===== src/rtl/k16_uart_port.sv =====
// K16 I/O-bus UART responder (FFF8-FFFF): TX FIFO + serialiser, 1-cycle registered reads.
// Define K16_UART_RX_EN to build the receiver, RX FIFO, RX status bits and RX-driven irq.

module k16_uart_port #(
  parameter int unsigned DEFAULT_DIV = 217,
  parameter int unsigned FIFO_AW     = 3
) (
  input  logic        clk,
  input  logic        reset,
  input  logic [2:0]  addr,
  input  logic [15:0] din,
  input  logic        write_en,
  input  logic        read_en,
  output logic [15:0] dout,
  input  logic        uart_rx,
  output logic        uart_tx,
  output logic        irq
);

  localparam int unsigned DEPTH = 1 << FIFO_AW;
  localparam logic [2:0] A_DATA   = 3'd0;
  localparam logic [2:0] A_STATUS = 3'd1;
  localparam logic [2:0] A_DIV    = 3'd2;

  typedef logic [FIFO_AW:0] ptr_t;
  typedef enum logic [1:0] {TX_IDLE, TX_START, TX_DATA, TX_STOP} tx_state_t;

  logic [15:0] div_reg;
  logic [15:0] div_eff;
  logic        data_wr;
  logic        div_wr;

  assign data_wr = write_en && (addr == A_DATA);
  assign div_wr  = write_en && (addr == A_DIV);
  assign div_eff = (div_reg < 16'd4) ? 16'd4 : div_reg;

  // ---------------- TX FIFO ----------------
  logic [7:0] tx_mem [DEPTH];
  ptr_t       tx_wr_ptr_reg;
  ptr_t       tx_rd_ptr_reg;
  logic       tx_fifo_empty;
  logic       tx_full;
  logic       tx_push;
  logic       tx_pop;

  assign tx_fifo_empty = (tx_wr_ptr_reg == tx_rd_ptr_reg);
  assign tx_full = (tx_wr_ptr_reg[FIFO_AW] != tx_rd_ptr_reg[FIFO_AW]) &&
                   (tx_wr_ptr_reg[FIFO_AW-1:0] == tx_rd_ptr_reg[FIFO_AW-1:0]);
  assign tx_push = data_wr && !tx_full;

  always_ff @(posedge clk) begin
    if (tx_push) tx_mem[tx_wr_ptr_reg[FIFO_AW-1:0]] <= din[7:0];
  end

  always_ff @(posedge clk or negedge reset) begin
    if (!reset) begin
      tx_wr_ptr_reg <= '0;
      tx_rd_ptr_reg <= '0;
    end else begin
      if (tx_push) tx_wr_ptr_reg <= tx_wr_ptr_reg + ptr_t'(1);
      if (tx_pop)  tx_rd_ptr_reg <= tx_rd_ptr_reg + ptr_t'(1);
    end
  end

  // ---------------- TX FSM ----------------
  tx_state_t   tx_state_reg, tx_state_next;
  logic [15:0] tx_cnt_reg, tx_cnt_next;
  logic [15:0] tx_div_reg, tx_div_next;
  logic [2:0]  tx_bit_reg, tx_bit_next;
  logic [7:0]  tx_shift_reg, tx_shift_next;
  logic        tx_tick;
  logic        tx_busy;
  logic        tx_empty;

  assign tx_tick  = (tx_cnt_reg == tx_div_reg - 16'd1);
  assign tx_busy  = (tx_state_reg != TX_IDLE);
  assign tx_empty = tx_fifo_empty && !tx_busy;

  always_ff @(posedge clk or negedge reset) begin
    if (!reset) begin
      tx_state_reg <= TX_IDLE;
      tx_cnt_reg   <= '0;
      tx_div_reg   <= 16'(DEFAULT_DIV);
      tx_bit_reg   <= '0;
      tx_shift_reg <= '0;
    end else begin
      tx_state_reg <= tx_state_next;
      tx_cnt_reg   <= tx_cnt_next;
      tx_div_reg   <= tx_div_next;
      tx_bit_reg   <= tx_bit_next;
      tx_shift_reg <= tx_shift_next;
    end
  end

  always_comb begin
    tx_state_next = tx_state_reg;
    tx_cnt_next   = tx_cnt_reg + 16'd1;
    tx_div_next   = tx_div_reg;
    tx_bit_next   = tx_bit_reg;
    tx_shift_next = tx_shift_reg;
    tx_pop        = 1'b0;
    case (tx_state_reg)
      TX_IDLE: begin
        tx_cnt_next = '0;
        if (!tx_fifo_empty) begin
          tx_pop        = 1'b1;
          tx_shift_next = tx_mem[tx_rd_ptr_reg[FIFO_AW-1:0]];
          tx_div_next   = div_eff;
          tx_state_next = TX_START;
        end
      end
      TX_START: begin
        if (tx_tick) begin
          tx_cnt_next   = '0;
          tx_bit_next   = '0;
          tx_state_next = TX_DATA;
        end
      end
      TX_DATA: begin
        if (tx_tick) begin
          tx_cnt_next   = '0;
          tx_shift_next = {1'b0, tx_shift_reg[7:1]};
          if (tx_bit_reg == 3'd7) tx_state_next = TX_STOP;
          else                    tx_bit_next   = tx_bit_reg + 3'd1;
        end
      end
      TX_STOP: begin
        if (tx_tick) begin
          tx_cnt_next = '0;
          // Chain straight into the next start bit so queued frames leave no idle gap.
          if (!tx_fifo_empty) begin
            tx_pop        = 1'b1;
            tx_shift_next = tx_mem[tx_rd_ptr_reg[FIFO_AW-1:0]];
            tx_div_next   = div_eff;
            tx_state_next = TX_START;
          end else begin
            tx_state_next = TX_IDLE;
          end
        end
      end
      default: tx_state_next = TX_IDLE;
    endcase
  end

  always_comb begin
    case (tx_state_reg)
      TX_START: uart_tx = 1'b0;
      TX_DATA:  uart_tx = tx_shift_reg[0];
      default:  uart_tx = 1'b1;
    endcase
  end

  // ---------------- Receiver ----------------
  logic        rx_avail;
  logic        rx_overrun_reg;
  logic        rx_frame_err_reg;
  logic [15:0] rx_data_word;
  logic        irq_src;

`ifdef K16_UART_RX_EN
  typedef enum logic [1:0] {RX_IDLE, RX_START, RX_DATA, RX_STOP} rx_state_t;

  logic        status_wr;
  logic        data_rd;
  logic [1:0]  rx_sync_reg;
  logic        rx_prev_reg;
  logic        rx_bit;
  logic        rx_fall;
  rx_state_t   rx_state_reg, rx_state_next;
  logic [15:0] rx_cnt_reg, rx_cnt_next;
  logic [15:0] rx_div_reg, rx_div_next;
  logic [2:0]  rx_bitn_reg, rx_bitn_next;
  logic [7:0]  rx_shift_reg, rx_shift_next;
  logic        rx_stop_ok;
  logic        rx_ferr_set;
  logic [7:0]  rx_mem [DEPTH];
  ptr_t        rx_wr_ptr_reg;
  ptr_t        rx_rd_ptr_reg;
  logic        rx_empty;
  logic        rx_full;
  logic        rx_push;
  logic        rx_pop;
  logic        rx_ovr_set;

  assign status_wr = write_en && (addr == A_STATUS);
  assign data_rd   = read_en && (addr == A_DATA);
  assign rx_bit    = rx_sync_reg[1];
  assign rx_fall   = rx_prev_reg && !rx_bit;

  assign rx_empty   = (rx_wr_ptr_reg == rx_rd_ptr_reg);
  assign rx_full    = (rx_wr_ptr_reg[FIFO_AW] != rx_rd_ptr_reg[FIFO_AW]) &&
                      (rx_wr_ptr_reg[FIFO_AW-1:0] == rx_rd_ptr_reg[FIFO_AW-1:0]);
  assign rx_push    = rx_stop_ok && !rx_full;
  assign rx_ovr_set = rx_stop_ok && rx_full;
  assign rx_pop     = data_rd && !rx_empty;
  assign rx_avail   = !rx_empty;
  assign rx_data_word = rx_empty ? 16'h0000 : {1'b1, 7'b0, rx_mem[rx_rd_ptr_reg[FIFO_AW-1:0]]};
  assign irq_src    = rx_avail;

  always_ff @(posedge clk) begin
    if (rx_push) rx_mem[rx_wr_ptr_reg[FIFO_AW-1:0]] <= rx_shift_reg;
  end

  always_ff @(posedge clk or negedge reset) begin
    if (!reset) begin
      rx_sync_reg      <= 2'b11;
      rx_prev_reg      <= 1'b1;
      rx_wr_ptr_reg    <= '0;
      rx_rd_ptr_reg    <= '0;
      rx_overrun_reg   <= 1'b0;
      rx_frame_err_reg <= 1'b0;
      rx_state_reg     <= RX_IDLE;
      rx_cnt_reg       <= '0;
      rx_div_reg       <= 16'(DEFAULT_DIV);
      rx_bitn_reg      <= '0;
      rx_shift_reg     <= '0;
    end else begin
      rx_sync_reg  <= {rx_sync_reg[0], uart_rx};
      rx_prev_reg  <= rx_bit;
      if (rx_push) rx_wr_ptr_reg <= rx_wr_ptr_reg + ptr_t'(1);
      if (rx_pop)  rx_rd_ptr_reg <= rx_rd_ptr_reg + ptr_t'(1);
      // A new error event wins over a same-cycle clear.
      if (rx_ovr_set)                  rx_overrun_reg <= 1'b1;
      else if (status_wr && din[3])    rx_overrun_reg <= 1'b0;
      if (rx_ferr_set)                 rx_frame_err_reg <= 1'b1;
      else if (status_wr && din[4])    rx_frame_err_reg <= 1'b0;
      rx_state_reg <= rx_state_next;
      rx_cnt_reg   <= rx_cnt_next;
      rx_div_reg   <= rx_div_next;
      rx_bitn_reg  <= rx_bitn_next;
      rx_shift_reg <= rx_shift_next;
    end
  end

  always_comb begin
    rx_state_next = rx_state_reg;
    rx_cnt_next   = rx_cnt_reg + 16'd1;
    rx_div_next   = rx_div_reg;
    rx_bitn_next  = rx_bitn_reg;
    rx_shift_next = rx_shift_reg;
    rx_stop_ok    = 1'b0;
    rx_ferr_set   = 1'b0;
    case (rx_state_reg)
      RX_IDLE: begin
        rx_cnt_next = '0;
        if (rx_fall) begin
          rx_div_next   = div_eff;
          rx_state_next = RX_START;
        end
      end
      RX_START: begin
        // Half a bit in: confirms the start bit and aligns later samples to bit centres.
        if (rx_cnt_reg == (rx_div_reg >> 1) - 16'd1) begin
          rx_cnt_next   = '0;
          rx_bitn_next  = '0;
          rx_state_next = rx_bit ? RX_IDLE : RX_DATA;
        end
      end
      RX_DATA: begin
        if (rx_cnt_reg == rx_div_reg - 16'd1) begin
          rx_cnt_next   = '0;
          rx_shift_next = {rx_bit, rx_shift_reg[7:1]};
          if (rx_bitn_reg == 3'd7) rx_state_next = RX_STOP;
          else                     rx_bitn_next  = rx_bitn_reg + 3'd1;
        end
      end
      RX_STOP: begin
        if (rx_cnt_reg == rx_div_reg - 16'd1) begin
          rx_cnt_next   = '0;
          rx_stop_ok    = rx_bit;
          rx_ferr_set   = !rx_bit;
          rx_state_next = RX_IDLE;
        end
      end
      default: rx_state_next = RX_IDLE;
    endcase
  end
`else
  logic unused_rx;
  assign unused_rx        = uart_rx;
  assign rx_avail         = 1'b0;
  assign rx_overrun_reg   = 1'b0;
  assign rx_frame_err_reg = 1'b0;
  assign rx_data_word     = 16'h0000;
  assign irq_src          = tx_empty;
`endif

  // ---------------- Register file / read port ----------------
  logic [15:0] status_word;
  logic [15:0] rd_data;
  logic [15:0] dout_reg;
  logic        irq_reg;

  assign status_word = {10'b0, tx_busy, rx_frame_err_reg, rx_overrun_reg, rx_avail, tx_empty, tx_full};

  always_comb begin
    rd_data = 16'h0000;
    case (addr)
      A_DATA:   rd_data = rx_data_word;
      A_STATUS: rd_data = status_word;
      A_DIV:    rd_data = div_reg;
      default:  rd_data = 16'h0000;
    endcase
  end

  always_ff @(posedge clk or negedge reset) begin
    if (!reset) begin
      div_reg  <= 16'(DEFAULT_DIV);
      dout_reg <= '0;
      irq_reg  <= 1'b0;
    end else begin
      if (div_wr)  div_reg  <= din;
      if (read_en) dout_reg <= rd_data;
      irq_reg <= irq_src;
    end
  end

  assign dout = dout_reg;
  assign irq  = irq_reg;

endmodule

===== config.mk =====
export PLATFORM = sky130hd
export DESIGN_NAME = k16_uart_port
export DESIGN_NICKNAME = d
export VERILOG_FILES = /design/src/rtl/k16_uart_port.sv
export SDC_FILE = /design/constraint.sdc
export NUM_CORES = 1
export LEC_CHECK = 0
export CAP_MARGIN = 5
export CELL_PAD_IN_SITES_DETAIL_PLACEMENT = 1
export CELL_PAD_IN_SITES_GLOBAL_PLACEMENT = 2
export CORE_ASPECT_RATIO = 0.9
export CORE_MARGIN = 5
export CORE_UTILIZATION = 40
export DETAILED_ROUTE_END_ITERATION = 12
export GPL_TIMING_DRIVEN = 0
export PLACE_DENSITY = 0.84
export SYNTH_ARGS = -nofsm -noshare
export SYNTH_HDL_FRONTEND = slang
export SYNTH_SLANG_ARGS = --single-unit

===== constraint.sdc =====
create_clock -name clk -period 3.5 [get_ports clk]
set_input_delay 0.525 -clock clk [delete_from_list [all_inputs] [get_ports clk]]
set_output_delay 0.525 -clock clk [all_outputs]
set_load 0.1 [all_outputs]

# [Word level (Yosys, flattened, before mapping)]
# Memory sizes are Yosys's and may differ from the RTL's.
# Index checks and enable logic that the tools add are counted.
[word_totals] ff_bits=86 ram_bits=64 inputBits=24 output_inout_bits=18 wordCells=79 mem_count=1
[op_classes] add_sub_neg=5 order_cmp=1 eq_ne=16 mux=28 reduce_logical=18
[memory_table] name="tx_mem" words=8 width=8 rd=1 rd_clocked_by_memory_dff=0 wr=1 line_no="38" rtl="logic [7:0] tx_mem [DEPTH];"
[op_table] operator="$pmux 16 s2" n=3
[op_table] operator="$mux 16" n=4
[op_table] operator="$mux 8" n=3
[op_table] operator="$pmux 8 s3" n=1
[op_table] operator="$add 16x1->16 const B" n=1
[op_table] operator="$eq 16x16->1" n=1
[op_table] operator="$lt 16x3->1 const B" n=1
[op_table] operator="$sub 16x1->16 const B" n=1
[op_table] operator="$ne 2x2->1 const B" n=6
[op_table] operator="$mux 2" n=5
[op_table] operator="$mux 3" n=3
[op_table] operator="$add 4x1->4 const B" n=2
[op_table] operator="$pmux 2 s4" n=1
[op_table] operator="$pmux 3 s2" n=1
[op_table] operator="$reduce_bool 2->1" n=3
[op_table] operator="$logic_and 1x1->1" n=5
[op_table] operator="$mux 1" n=5
[op_table] operator="$reduce_and 5->1" n=1
[op_table] operator="$eq 2x2->1 const B" n=2
[op_table] operator="$eq 4x4->1" n=1
[op_table] operator="$pmux 1 s2" n=2
[op_table] operator="$reduce_and 4->1" n=1
[op_table] operator="$add 3x1->3 const B" n=1
[op_table] operator="$eq 3x1->1 const B" n=1
[op_table] operator="other kinds (12)" n=13

# [Longest topological paths before layout]
# Gate-level depths: netlist (run 1).
[depth] ltp_word=6 ltp_mapped=12

# [Worst setup path before layout (run 1)]
# No wires, ideal clock.
[synth_timing] path_type="register to output" start="register tx_state_reg[0]" end="output uart_tx" arrival_ps=3151 path_slack_ps=-176 stages_incl_launch_ff=6 path_buffers=2 cell_sequence="dfrtp_1 inv_1 ha_1 clkbuf_1 clkbuf_1 o21ai_0"
[synth_between] elab_chain_len=2 elab_cells_between_ends=3 classes_between="eq/ne: 2; mux: 1"
[synth_rtl] element="start, declared" line_no="66" rtl="tx_state_t tx_state_reg, tx_state_next;"
[synth_rtl] element="start signal, assigned" line_no="87" rtl="tx_state_reg <= tx_state_next;"
[synth_rtl] element="$eq 2x2->1 / $eq 2x1->1 (equally long branches)" line_no="146" rtl="case (tx_state_reg)"
[synth_rtl] element="$pmux 1 s2 *" line_no="146"
[synth_rtl] element="end, declared" line_no="16" rtl="output logic uart_tx,"
# Mark *: on every way between the ends. The rest lies on a longest branch, timed or not.

# [Final worst setup path (run 1)]
[layout_timing] start="register tx_div_reg[3]" end="register tx_div_reg[11]"
[layout_between] elab_chain_len=4
[layout_rtl] element="start, declared" line_no="68" rtl="logic [15:0] tx_div_reg, tx_div_next;"
[layout_rtl] element="start signal, assigned" line_no="83" rtl="tx_div_reg <= 16'(DEFAULT_DIV);"
[layout_rtl] element="start signal, assigned" line_no="89" rtl="tx_div_reg <= tx_div_next;"
[layout_rtl] element="$sub 16x1->16" line_no="75" rtl="assign tx_tick = (tx_cnt_reg == tx_div_reg - 16'd1);"
[layout_rtl] element="$eq 16x16->1" line_no="75"
[layout_rtl] element="$ne 2x2->1 (no source line)"
[layout_rtl] element="$reduce_and 2->1 (no source line)"
# Every way passes these cells.
# A chain may end at the register's enable or synchronous reset.

==> flow_summary.ini, run 1 <==
[logic_synthesis]
ys_top_cells_by_area = edfxtp_1 (28%), dfrtp_1 (28%), mux2_2 (5.4%), mux4_2 (5.2%), dfstp_2 (3.8%)
synth-main-ff-cell = dfrtp_1
yosys.area.top_type = edfxtp_1
avgSynthCellArea_sq_um = 12.9
synthSimpleGateAreaFrac_pct = 11.0
yosysSeqAreaShare_pct = 59.5
ys_types = 53
synth_fa_ha_area_share_pct = 2.19
synth_nets = 568
synth-compound-area-share_pct = 4.50
netlist_instances = 532
muxShareOfSynthArea_pct = 13.9
synth_top_family_by_area = multiplexers
synth-xor-area-share_pct = 5.74
netlist_area_sq_um = 6870
synth_top_area_share_pct = 28.0
ys_seq_elements = 150
yosysWarningCount = 0
synthArstFlopShare_pct = 57.3
synth_enable_flop_cells = 64

[setup_path]
end_kind = flip-flop
setup.worst_path.start_class = flip-flop
reg2reg_depth = 11
setup.worst_path.class = flip-flop to flip-flop
cp_max_fo = 10
worstPathRequired_ns = 3.80
r2r_setup_slack_ns = 0.15
worstPathArrival_ns = 3.65

[global_route]
grt_max_degree = 59
track_usage_pct = 17.0
grt_pass1_vias = 4749
grt_pass1_wl_um = 26200
grt.overflow.total = 0
grt_antenna_before_repair = 0

[clock_tree]
tritoncts = done
clock_latency_ns = 0.43
cts_hold_buf = 0
clockBufferDepth = 2
cts.clk_slew.worst_paths_ns = 0.06
cts_sinks = 150
cts_buffers = 17
cts_root_buf = clkbuf_16
h-tree-depth = 4

[finish]
final-seq-area_sq_um = 4090
drive_above_1_share_pct = 17.8
fin_util_pct = 48.2
largest_register_ffs = 64
fillers = 1739
final_nets = 630
multiInputGateArea_sq_um = 2570
antennaDiodeCount = 0
area_delta_synth_final_pct = 18.5

[detailed_routing]
vias_per_cell = 5.33
totalWireLength_um = 16000
antenna_left = 0
wl_per_cell_um = 19.5
route.detailed.drc = 0
vias = 4359
drt_iter0_drc = 174
dr.pass1.iters = 4

[timing]
tightest_slew_ns = 0.989
rsz0062_at_grt = no
slew_violations = 0
max_freq_ghz = 0.299
skew_ns = 0.00979
slew-limit-headroom_pct = 33.9
fin_crit_ns = 3.35
finalCritPeriodShare_pct = 95.6
final-hold-violation-count = 0
finalSetupViolCount = 0

[pwr]
cellPowerDensity_nw_per_um2 = 818
power_leakage_nw = 3.12
max-vdd-ir-drop_v = 0.000396
finalPower_mw = 6.66

[outcome]
outcome = finished, final reports clean

[placement]
io_buffers = 40
dp_hpwl_um = 11300
routabilityCongestion = 0.778

[floorplanning]
pin_count = 42
core_sq_um = 16900
rows = 45
initial_core_util_pct = 40.7
chipHeight_um = 134
dieArea_sq_um = 19900
fp.dieW_um = 148

[job]
timing.max_cap.violations = 0

[worst_hold_path]
hold_class = input pin to asynchronous set/reset pin
per-layer routing:
layer / GRT usage [%] / wire (um)
met1: 22.9 / 7500
met2: 27.8 / 7760
met3: 3.01 / 430
met4: 5.95 / 261
met5: 0 / 0
cell usage in the layout (no fill, tap or decap), drive strengths merged, types with 5 or more instances in the layout:
cell type | synthesis | layout
dfrtp | 76 | 76
edfxtp | 64 | 64
nor2 | 46 | 46
mux2 | 41 | 41
clkdlybuf4s50 | 0 | 38
clkbuf | 15 | 34
inv | 27 | 31
nand2 | 29 | 29
o21ai | 29 | 29
xnor2 | 25 | 25
nand3 | 23 | 23
xor2 | 20 | 20
mux4 | 16 | 16
buf | 10 | 14
mux2i | 13 | 13
ha | 12 | 12
nor3 | 12 | 12
dfstp | 10 | 10
nor4 | 7 | 7
a21oi | 7 | 7
nand2b | 6 | 6
nand4 | 6 | 6
and3 | 5 | 5
clkinv | 0 | 5
worst max-delay path: stages, from the launching register on:
cell,delay [ns]
dfstp_2,0.36
buf_6,0.12
nor4_1,0.53
nand2_1,0.12
nor4b_1,0.42
o211a_1,0.21
or4b_4,0.51
o21ai_1,0.15
and2_1,0.14
buf_4,0.16
buf_8,0.15
mux2_1,0.33
repair_timing:
item | CTS | global route
setup buffers | 0 | 0
setup endpoints to repair | 1 | 15
resized for setup | 1 | 6
endpoints found under the hold margin | 0 | 0
worst paths after layout:
path,end,startpoint
max reg2reg,tx_div_reg[11],tx_div_reg[3]
max,tx_div_reg[11],tx_div_reg[3]
min in group clk,tx_wr_ptr_reg[3],tx_wr_ptr_reg[3]
max in group asynchronous,div_reg[3],reset
min reg2reg,tx_wr_ptr_reg[3],tx_wr_ptr_reg[3]
min,tx_cnt_reg[12],reset
area by class of cell:
| type | count | area share (%) |
|---|---|---|
| multi-input cells | 330 | 31.6 |
| clock buffers | 19 | 5.32 |
| flip-flops and latches | 150 | 50.2 |
| clock inverters | 13 | 1.52 |
| repair buffers | 43 | 5.35 |
| plain buffers | 25 | 1.55 |
| inverters | 27 | 1.24 |
| well taps | 211 | 3.24 |
cells by family (layout without fill, tap and decap cells):
kind of cell    count (synthesis)  after routing
compound gates                 51             51
xor+xnor                       45             45
fa+ha+maj                      12             12
buf+inv                        52            127
flops                         150            150
mux                            70             70
simple gates                  152            152
synthesized netlist by cell type (all sizes together), types with 3 or more instances:
library cell  instances
nand2b                6
buf                  10
dfrtp                76
inv                  27
mux4                 16
edfxtp               64
nand4                 6
clkbuf               15
a21oi                 7
nor2                 46
ha                   12
nand2                29
nand3                23
nor4                  7
and3                  5
mux2i                13
dfstp                10
o21ai                29
nor3                 12
mux2                 41
xor2                 20
xnor2                25
or2                   3
power breakdown:
group / leakage [nW] / switching (mW) / total, mW / internal (mW)
Sequential: 1.66 / 0.314 / 2.49 / 2.17
Combinational: 1.21 / 1.34 / 2.43 / 1.09
Clock: 0.263 / 0.753 / 1.74 / 0.986
per-stage QoR:
step                TNS [ns]  hold slack [ns]  area, sq um  cells  worst slack, ns
detailed placement         0            0.481         7570    786            0.138
finish                     0           0.0308         8140    818            0.153
floorplan                  0            0.229         6870    532            0.518
CTS                        0           0.0328         8130    818           0.0503
global route               0           0.0556         8140    818           0.0309
global placement      -91.73            0.478         7530    783            -1.19
(Power assumes the default switching activity.)
==> inputs of run 2 (changes only) <==
Clock period 3.5 ns to 3.85 ns, I/O delays scaled along.
==> run 2 against run 1 <==
Against the previous run:
- wire length shrank 1.2%
- worst setup slack gained 0.24 ns
- register-to-register slack gained 0.27 ns
- critical path depth shrank 4
- count of clock-buffer cells in the layout shrank 2
- design area shrank 0.11%
- sequential power shrank 9.2%
- clock skew shrank 0.0033 ns
- combinational power shrank 9.1%
- largest cell class unchanged
==> flow_summary.ini, run 2 (same netlist as run 1, synthesis figures left out) <==
[placement]
post-place-ws_ns = 0.325
routabilityCongestion = 0.775
dp_hpwl_um = 11200
dpl_cell_area_sq_um = 7560
io_buffers = 40

[setup_path]
r2r_setup_slack_ns = 0.42
critPathSlowestCell = dlygate4sd2_1
worstPathRequired_ns = 3.27
end_kind = output pin
cp_max_fo = 10
cp_slowest_stage_delay_ns = 0.89
setup.worst_path.start_class = flip-flop
r2r_start = tx_div_reg[0]
startpoint = tx_state_reg[0]
cp_top_family = buffers and inverters
worstPathArrival_ns = 2.88
crit_top_cell = clkbuf_1
crit_buf_inv = 4
setup.worst_path.class = flip-flop to output pin
crit_chain = inv_1 > ha_1 > clkbuf_1 > clkbuf_1 > nand2_1 > o21ai_0 > dlygate4sd2_1

[timing]
finalCritPeriodShare_pct = 89.8
slew-limit-headroom_pct = 31.7
worst_slack_ns = 0.394
final-hold-violation-count = 0
rsz0062_at_grt = no
slew_violations = 0
fin_crit_ns = 3.46
tightest_slew_ns = 1.02
max_freq_ghz = 0.289
skew_ns = 0.00648
finalSetupViolCount = 0

[clock_tree]
cts_buffers = 17
tritoncts = done
cts_sinks = 150
cts.clk_slew.worst_paths_ns = 0.07
h-tree-depth = 4
clockBufferDepth = 2
cts_root_buf = clkbuf_16
post_cts_buffers = 0
clock_latency_ns = 0.43
cts.repair.resized = 1
cts_hold_buf = 0

[detailed_routing]
route.detailed.drc = 0
totalWireLength_um = 15800
dr.pass1.iters = 4
drt_iter0_drc = 267
wl_per_cell_um = 19.3
vias = 4362
vias_per_cell = 5.33
antenna_left = 0

[floorplanning]
fp.dieW_um = 148
pin_count = 42
initial_core_util_pct = 40.7
chipHeight_um = 134
core_sq_um = 16900
dieArea_sq_um = 19900
rows = 45

[finish]
fillers = 1757
antennaDiodeCount = 0
final_cell_mix = dfrtp_1 (76), edfxtp_1 (64), nor2_1 (45)
fin_util_pct = 48.1
final_nets = 630
final-seq-area_sq_um = 4090
multiInputGateArea_sq_um = 2560
fin_area_sq_um = 8130
area_delta_synth_final_pct = 18.4
layout_commonest_cell = dfrtp_1
largest_register_ffs = 64
drive_above_1_share_pct = 17.8

[pwr]
cellPowerDensity_nw_per_um2 = 744
max-vdd-ir-drop_v = 0.000428
power_leakage_nw = 3.12

[worst_hold_path]
hold_class = input pin to asynchronous set/reset pin

[global_route]
grt.overflow.total = 0
grt_max_degree = 61
grt_pass1_wl_um = 26300
track_usage_pct = 17.1
grt_pass1_vias = 4792
grt_antenna_before_repair = 0

[outcome]
outcome = finished, final reports clean

[job]
timing.max_cap.violations = 0
run 2: per-stage QoR:
stage | power [mW] | hold WS [ns] | TNS [ns] | instances
CTS | 6.12 | 0.0755 | 0 | 817
finish | 6.05 | 0.0758 | 0 | 818
floorplan | 3.90 | 0.282 | 0 | 532
global route | 6.45 | 0.0801 | 0 | 818
detailed placement | 4.51 | 0.487 | 0 | 785
global placement | 4.39 | 0.477 | -65.22 | 783
run 2: area by class of cell:
class                   count  area share, %
plain buffers              25           1.48
clock buffers              17           5.23
clock inverters            15           1.72
inverters                  27           1.25
multi-input cells         330           31.5
flip-flops and latches    150           50.2
well taps                 211           3.25
repair buffers             43           5.34
run 2: worst reg2reg max path: stages, from the launching register on:
cell,delay (ns)
dfstp_2,0.59
inv_1,0.07
ha_1,0.25
or2_2,0.30
a2111oi_0,0.41
o21ai_0,0.19
a22oi_1,0.37
nand2_1,0.18
o21ai_1,0.16
and2_1,0.14
buf_4,0.17
buf_8,0.16
mux2_1,0.33
run 2: report_power, final:
group | internal, mW | switching (mW) | total, mW
clock | 0.852 | 0.736 | 1.59
sequential | 1.98 | 0.279 | 2.26
combinational | 0.988 | 1.22 | 2.21
run 2: final timing paths:
check,endpoint,cells past startpoint
max,uart_tx,7
min,tx_cnt_reg[10],1
max reg2reg,tx_div_reg[11],12
min reg2reg,tx_shift_reg[7],1
max in group asynchronous,tx_div_reg[6],2
min in group clk,tx_shift_reg[7],1
run 2: routing by layer:
metal	vias up	wire, um	GRT usage (%)
li1	2038	-	-
met1	2250	7600	23.5
met2	61	7580	27.4
met3	13	413	3.72
met4	0	170	5.23
met5	-	0	0
==> inputs of run 3 (changes only) <==
Settings changed: CORE_ASPECT_RATIO 0.9 to 1.75.
==> run 3 against run 2 <==
Against the previous run:
- register-to-register slack barely moved
- clock skew rose by 0.0067 ns
- sequential share of layout area fell by 0.52 points
- final cell count rose by 2.1%
- largest power group unchanged
==> flow_summary.ini, run 3 (same netlist as run 1, synthesis figures left out) <==
[placement]
dp_hpwl_um = 12100
dpl_cell_area_sq_um = 7580
post-place-ws_ns = 0.164
routabilityCongestion = 0.800
io_buffers = 40

[finish]
final_nets = 630
final_cell_mix = dfrtp_1 (76), edfxtp_1 (64), nor2_1 (45)
drive_above_1_share_pct = 17.8
area_delta_synth_final_pct = 19.6
layout_commonest_cell = dfrtp_1
fillers = 1783
largest_register_ffs = 64
fin_area_sq_um = 8220

[worst_hold_path]
worstHoldPathCells = 1
hold_class = flip-flop to flip-flop
holdCritStartpoint = tx_rd_ptr_reg[3]
hold_end = tx_rd_ptr_reg[3]

[clock_tree]
cts_sinks = 150
post_cts_buffers = 0
clock_latency_ns = 0.43
clockBufferDepth = 2
cts_root_buf = clkbuf_16
cts_buffers = 17
h-tree-depth = 4
tritoncts = done
cts.clk_slew.worst_paths_ns = 0.07

[floorplanning]
core_sq_um = 16900
fp.dieW_um = 109
rows = 63
pin_count = 42
chipHeight_um = 183
initial_core_util_pct = 40.5
dieArea_sq_um = 20000

[detailed_routing]
drt_iter0_drc = 114
dr.pass1.iters = 4
wl_per_cell_um = 20.2
route.detailed.drc = 0
vias_per_cell = 5.31
totalWireLength_um = 16900
antenna_left = 0
vias = 4431

[pwr]
clkPwrFrac_pct = 27.2
cellPowerDensity_nw_per_um2 = 757
intPower_mw = 3.86
seqPwrFrac_pct = 36.5
power_leakage_nw = 3.16
p_sw_mw = 2.36
max-vdd-ir-drop_v = 0.000370
p_sw_share_pct = 38.0
power_frac_comb_pct = 36.3

[setup_path]
setup.worst_path.class = flip-flop to flip-flop
setup.worst_path.start_class = flip-flop
worstPathRequired_ns = 4.15
cp_max_fo = 10
worstPathArrival_ns = 3.72
r2r_setup_slack_ns = 0.43
reg2reg_depth = 12
end_kind = flip-flop
worstReg2RegEnd = tx_div_reg[12]
r2r_start = tx_div_reg[0]

[timing]
whs_ns = 0.502
rsz0062_at_grt = no
tightest_slew_ns = 0.990
worst_slack_ns = 0.426
finalCritPeriodShare_pct = 88.9
fin_crit_ns = 3.42
final-hold-violation-count = 0
max_freq_ghz = 0.292
slew_violations = 0
finalSetupViolCount = 0
skew_ns = 0.0132
slew-limit-headroom_pct = 33.8

[global_route]
track_usage_pct = 18.3
grt.overflow.total = 0
grt_max_degree = 72
grt_pass1_vias = 5041
grt_pass1_wl_um = 27500
grt_antenna_before_repair = 1

[outcome]
outcome = finished, final reports clean

[job]
timing.max_cap.violations = 0
## run 3: cell types whose count changed in the layout (fill, tap and decap cells not counted), moves of 2 or more
cell        change
buf_2           -2
clkinv_8        +3
clkinvlp_4      -4
inv_6           -3
inv_8           +3
## run 3: stage by stage
step	setup TNS [ns]	std cells	total power, mW	utilization (%)
detailed placement	0	800	4.57	44.7
global placement	-58.55	799	4.45	44.6
floorplan	0	532	3.90	-
CTS	0	832	6.29	48.3
finish	0	835	6.22	48.5
global route	0	835	6.59	48.5
## run 3: metal layers
| metal | global-route usage, % | wire [um] | vias to the layer above |
|---|---|---|---|
| li1 | - | - | 2031 |
| met4 | 7.33 | 476 | 0 |
| met5 | 0 | 0 | - |
| met3 | 3.73 | 390 | 27 |
| met2 | 34.8 | 9990 | 64 |
| met1 | 18.9 | 6040 | 2309 |
## run 3: critical path: stages (launching register included)
cell and delay [ns]:
dfstp_2 0.60, inv_1 0.08, ha_1 0.27, or2_2 0.31, a2111oi_0 0.40, o21ai_0 0.16, a22oi_1 0.35, nand2_1 0.17
o21ai_1 0.15, and2_1 0.14, buf_4 0.17, buf_8 0.16, mux2_1 0.35
## run 3: what timing repair did
action	CTS	global route
gates resized for setup	0	1
hold buffers	0	1
hold endpoints to repair	0	1
endpoints found under the setup margin	0	1
## run 3: area by class of cell
type                       instances  area, sq um  share of cell area, %
tap                              227          284                   3.46
clock inverter                    15          186                   2.27
sequential                       150         4090                   49.7
multi-input combinational        330         2570                   31.2
antenna                            1         2.50                 0.0305
inverter                          27          101                   1.23
buffer                            25          120                   1.46
clock buffer                      17          425                   5.18
timing repair buffer              43          445                   5.42
## run 3: power by group through the flow
stage,combinational (mW),sequential (mW),clock [mW]
2_1_floorplan,1.62,2.28,0
3_3_place_gp,2.16,2.28,0
3_5_place_dp,2.27,2.30,0
4_1_cts,2.30,2.28,1.71
5_1_grt,2.49,2.31,1.79
6_report,2.26,2.27,1.69
## run 3: worst max path at each step
stage                                 from              to  slack (ns)
after global placement               reset   tx_bit_reg[1]       -0.78
after detailed placement  tx_rd_ptr_reg[0]    tx_mem[0][6]        0.16
final                        tx_div_reg[0]  tx_div_reg[12]        0.43
after global routing         tx_div_reg[0]  tx_div_reg[12]        0.16
after CTS                  tx_state_reg[0]         uart_tx        0.03
after floorplan            tx_state_reg[0]         uart_tx        0.12
==> RTL change 1: new RTL, flow settings as in run 2 <==
Encoding of `tx_state_t`: now one-hot (4 bits for 4 states).
--- a/src/rtl/k16_uart_port.sv
+++ b/src/rtl/k16_uart_port.sv
@@ -24,5 +24,5 @@
 
   typedef logic [FIFO_AW:0] ptr_t;
-  typedef enum logic [1:0] {TX_IDLE, TX_START, TX_DATA, TX_STOP} tx_state_t;
+  typedef enum logic [3:0] {TX_IDLE = 4'b0001, TX_START = 4'b0010, TX_DATA = 4'b0100, TX_STOP = 4'b1000} tx_state_t;
 
   logic [15:0] div_reg;
Behaviour: no difference found for any inputs over 10 cycles, from zero or initial values and one cycle with reset low; not proved beyond that.
==> RTL change 1 against run 2 <==
- power is 2.6% higher
- area after synthesis is 5.2% higher
- first-iteration DRC count is 4.9% lower
- routed wire length is 19% higher
- sequential cell count is 2 higher
- design area is 5.8% higher
- register-to-register slack worse by 0.06 ns
- worst setup slack worse by 0.029 ns
- worst hold slack worse by 0.035 ns
- synthesized cell count is 12% higher
- cell count is 11% higher
- non-clock buffer count is 6 higher
- sequential power is 3% higher
- critical endpoint is now tx_cnt_reg[4]
- largest power group unchanged
==> RTL change 1: results (changes against run 2) <==
Worst Hold Class - input pin to asynchronous set/reset pin
Leakage Power - 3.24 nW (+3.8%)
total track usage - 19.3% (+2.1 points)
Synthesis Warnings - 0 (unchanged)
Yosys cell types - 59 (+11%)
synth top area cells - dfrtp_1 27%, edfxtp_1 27%, mux4_2 5.0%, dfstp_2 4.0%, mux2_2 3.6%
dpl cell area - 7950 sq um (+5.1%)
total wire length - 18800 um (+19%)
via/cell ratio - 5.50 (+3.1%)
VDD IR max - 0.000457 V (+6.7%)
number of flip-flops in the largest register - 64 (unchanged)
CTS Buf Count - 17 (unchanged)
initial antenna violation count - 0 (unchanged)
CP max FO - 10 (unchanged)
outcome - completed
Compound-Gate Fraction of Synth Area - 9.13% (+4.6 points)
global-route wire length before repair - 30500 um (+16%)
Clock Skew - 0.0181 ns (+0.0117 ns)
syn_area_per_cell - 12.1 sq um (-6.0%)
Avg WL per Cell - 20.7 um (+7.4%)
multiplexer share of the synthesized area - 10.9% (-3.0 points)
global placement routability congestion - 0.792 (+2.2%)
synth cell count leaders - 77 x dfrtp_1, 64 x edfxtp_1, 46 x nor2_1
worst-skew pair later-pin latency - 0.44 ns
sequential fraction of the synthesis area - 57.3% (-2.2 points)
Placement Setup Slack - 0.343 ns (+0.0183 ns)
Placed Cells - 876 (+12%)
Final #Nets - 686 (+8.9%)
Worst Tran Pin Value - 1.02 ns (+0.00242 ns)
adder and majority cell fraction of the synthesized area - 1.04% (-1.1 points)
net count after synthesis - 625 (+10%)
number of DRC markers after the initial detailed-route iteration - 254 (-4.9%)
Detailed Place HPWL - 13300 um (+19%)
xor-xnor portion of the synthesized cell area - 4.94% (-0.80 points)
largest net degree at the start of global routing - 69 (+13%)
clock buffer depth - 2 (unchanged)
Fill cells - 1863 (+6.0%)
Worst-path clk slew - 0.07 ns (about the same)
Arr. time, crit path - 3.79 ns (+0.91 ns)
vias in the first global route - 5493 (+15%)
share of cells above drive strength 1 - 17.5% (-0.30 points)
remaining global-route overflow - 0 (unchanged)
Pre-Repair DR Iteration Count - 5 (+1)
Post-synth ARST share - 57.9% (+0.56 points)
==> RTL change 1: kinds of logic after synthesis <==
logic type      after synthesis
simple gates                185
flops                       152
compound gates              100
buf+inv                      59
mux                          54
xor+xnor                     39
fa+ha+maj                     6
==> RTL change 1: routing by layer <==
metal,track usage (%),share of wire [%],routed length [um],vias to the layer above
li1,-,-,-,2312
met1,26.2,47,8770,2574
met2,31.5,49,9160,98
met3,4.61,3.9,732,15
met4,4.59,0.78,146,0
met5,0,0,0,-
==> RTL change 1: worst max-delay path, stage by stage, from the launching register on <==
cell,delay (ns)
dfrtp_1,0.45
inv_1,0.09
ha_1,0.21
nor2b_1,0.14
clkbuf_1,0.32
nand4_1,0.21
nor4b_1,0.37
a311o_1,0.29
and4bb_1,0.24
buf_4,0.18
nand2_1,0.08
o21ai_2,0.38
buf_2,0.31
nor2_1,0.08
==> RTL change 1: what timing repair did <==
action	in CTS	in global routing
gates resized for setup	1	1
pin swaps	0	0
buffers inserted	0	0
setup endpoints to repair	1	1
hold endpoints to repair	0	0
==> RTL change 1: path summary, 6_finish.rpt <==
check,slack [ns],endpoint,cells after the start,from
min in group clk,0.51,tx_wr_ptr_reg[3],1,tx_wr_ptr_reg[3]
min reg2reg,0.51,tx_wr_ptr_reg[3],1,tx_wr_ptr_reg[3]
max reg2reg,0.36,tx_cnt_reg[4],13,tx_div_reg[1]
max,0.36,tx_cnt_reg[4],13,tx_div_reg[1]
max in group asynchronous,3.12,div_reg[4],2,reset
min,0.04,tx_shift_reg[1],1,reset
==> RTL change 1: power by group <==
part / total (mW) / switching (mW) / internal, mW
Combinational: 2.14 / 1.20 / 0.936
Sequential: 2.33 / 0.334 / 2.00
Clock: 1.74 / 0.836 / 0.902
Total: 6.21 / 2.37 / 3.84
==> RTL change 1: layout make-up <==
class	instances	area [sq um]	area share [%]
Clock inverter	15	206	2.40
Sequential cell	152	4140	48.1
Clock buffer	17	425	4.95
Timing Repair Buffer	42	435	5.06
Inverter	27	101	1.18
Buffer	32	146	1.70
Tap cell	240	300	3.49
Multi-Input combinational cell	384	2850	33.1
==> RTL change 2: new RTL, config.mk and constraints of run 2 <==
Made on the original files. `FIFO_AW`: 3 -> 2.
--- a/src/rtl/k16_uart_port.sv
+++ b/src/rtl/k16_uart_port.sv
@@ -4,5 +4,5 @@
 module k16_uart_port #(
   parameter int unsigned DEFAULT_DIV = 217,
-  parameter int unsigned FIFO_AW     = 3
+  parameter int unsigned FIFO_AW     = 2
 ) (
   input  logic        clk,
Function: changed (Yosys sat finds a counterexample within 10 cycles, from zero or initial values and one cycle with reset low).
==> RTL change 2 against run 2 <==
- routed wire length down 15%
- register-to-register slack got worse by 0.12 ns
- design area down 15%
- die area is 16% lower
- worst hold slack improved by 0.0033 ns
- worst setup slack worse by 0.14 ns
- combinational power shrank 8%
- power fell by 9.8%
- sequential cell count is 34 lower
- area after synthesis shrank 17%
- critical path type unchanged
- critical endpoint unchanged
==> RTL change 2: results (changes against run 2) <==
Placed Cells - 719 (-8.4%)
Total Power - 5.46 mW (-9.8%)
sequential fraction of the synthesis area - 54.0% (-5.4 points)
dpl cell area - 6360 sq um (-16%)
Detailed Place HPWL - 9720 um (-13%)
global-route wire length before repair - 22400 um (-15%)
CP max FO - 10 (unchanged)
Arr. time, crit path - 3.02 ns (+0.14 ns)
met1 GRT Util - 23.7% (+0.14 points)
Clock power frac - 28.7% (+2.5 points)
seq pwr - 1.87 mW (-17%)
vias in the first global route - 4241 (-11%)
met3 usage - 4.31% (+0.60 points)
net count after synthesis - 524 (-7.7%)
largest net degree at the start of global routing - 58 (-4.9%)
Net Sw Frac - 37.6% (+0.73 points)
number of flip-flops in the largest register - 32 (-50%)
number of DRC markers after the initial detailed-route iteration - 204 (-24%)
metal2 WL - 6400 um (-16%)
Final #Nets - 585 (-7.1%)
synth cell count leaders - 74 x dfrtp_1, 40 x nor2_1, 33 x nand2_1
outcome - completed
EDFF count, synth - 32 (-50%)
crit-path max cell delay - 1.15 ns (+0.26 ns)
met2 Use GR - 27.5% (+0.11 points)
Mapped Cells - 485 (-8.8%)
Yosys cell types - 62 (+17%)
met3 routed wirelength - 425 um (+2.9%)
VDD IR max - 0.000365 V (-15%)
initial antenna violation count - 0 (unchanged)
M1 wire length - 6420 um (-16%)
Post-synth ARST share - 72.4% (+15 points)
Leakage Power - 2.82 nW (-9.8%)
share of cells above drive strength 1 - 20.4% (+2.6 points)
Placement Setup Slack - 0.129 ns (-0.196 ns)
non-filler cells in the finished layout - 752 (-8.1%)
total track usage - 17.4% (+0.27 points)
Avg WL per Cell - 17.9 um (-7.3%)
global placement routability congestion - 0.771 (-0.50%)
CTS Buf Count - 17 (unchanged)
via/cell ratio - 5.16 (-3.3%)
CP max-delay cell - clkdlybuf4s50_1
Worst Tran Pin Value - 1.00 ns (-0.0175 ns)
==> RTL change 2: path summary, 6_finish.rpt <==
| kind | from | end | slack (ns) | cells after the start |
|---|---|---|---|---|
| max reg2reg | tx_div_reg[1] | tx_div_reg[5] | 0.30 | 12 |
| min reg2reg | tx_wr_ptr_reg[2] | tx_wr_ptr_reg[2] | 0.50 | 1 |
| max | tx_state_reg[0] | uart_tx | 0.25 | 6 |
| min in group clk | tx_wr_ptr_reg[2] | tx_wr_ptr_reg[2] | 0.50 | 1 |
| max in group asynchronous | reset | tx_div_reg[4] | 3.11 | 2 |
| min | reset | tx_cnt_reg[15] | 0.08 | 1 |
==> RTL change 2: cell families after synthesis <==
group                    after synthesis  share of synthesized area (%)
adder cells (fa/ha/maj)               15                           3.30
multiplexers                          52                           12.3
XOR/XNOR                              36                           5.54
buffers and inverters                 49                           3.47
flip-flops                           116                           54.0
AND/OR/NAND/NOR                      163                           14.9
AO/OA/AOI/OAI                         54                           6.46
==> RTL change 2: timing repair <==
| action | in CTS | in global routing |
|---|---|---|
| buffers inserted | 0 | 1 |
| resized for setup | 0 | 1 |
| setup endpoints to repair | 0 | 27 |
==> RTL change 2: cell type report <==
type,count,area [sq um]
flip-flops and latches,116,3080
clock buffers,17,425
fillers,1467,7050
multi-input cells,320,2420
inverters,29,109
repair buffers,42,433
plain buffers,20,88.8
clock inverters,15,158
well taps,193,241
==> RTL change 2: worst max-delay path: cells and delay by family, from the launching register on <==
kind,cells,cell delay (ns)
buffers and inverters,3,1.69
DFF,1,0.45
adders and majority gates,1,0.30
AOI/OAI and AO/OA,1,0.08
and+or+nand+nor,1,0.08
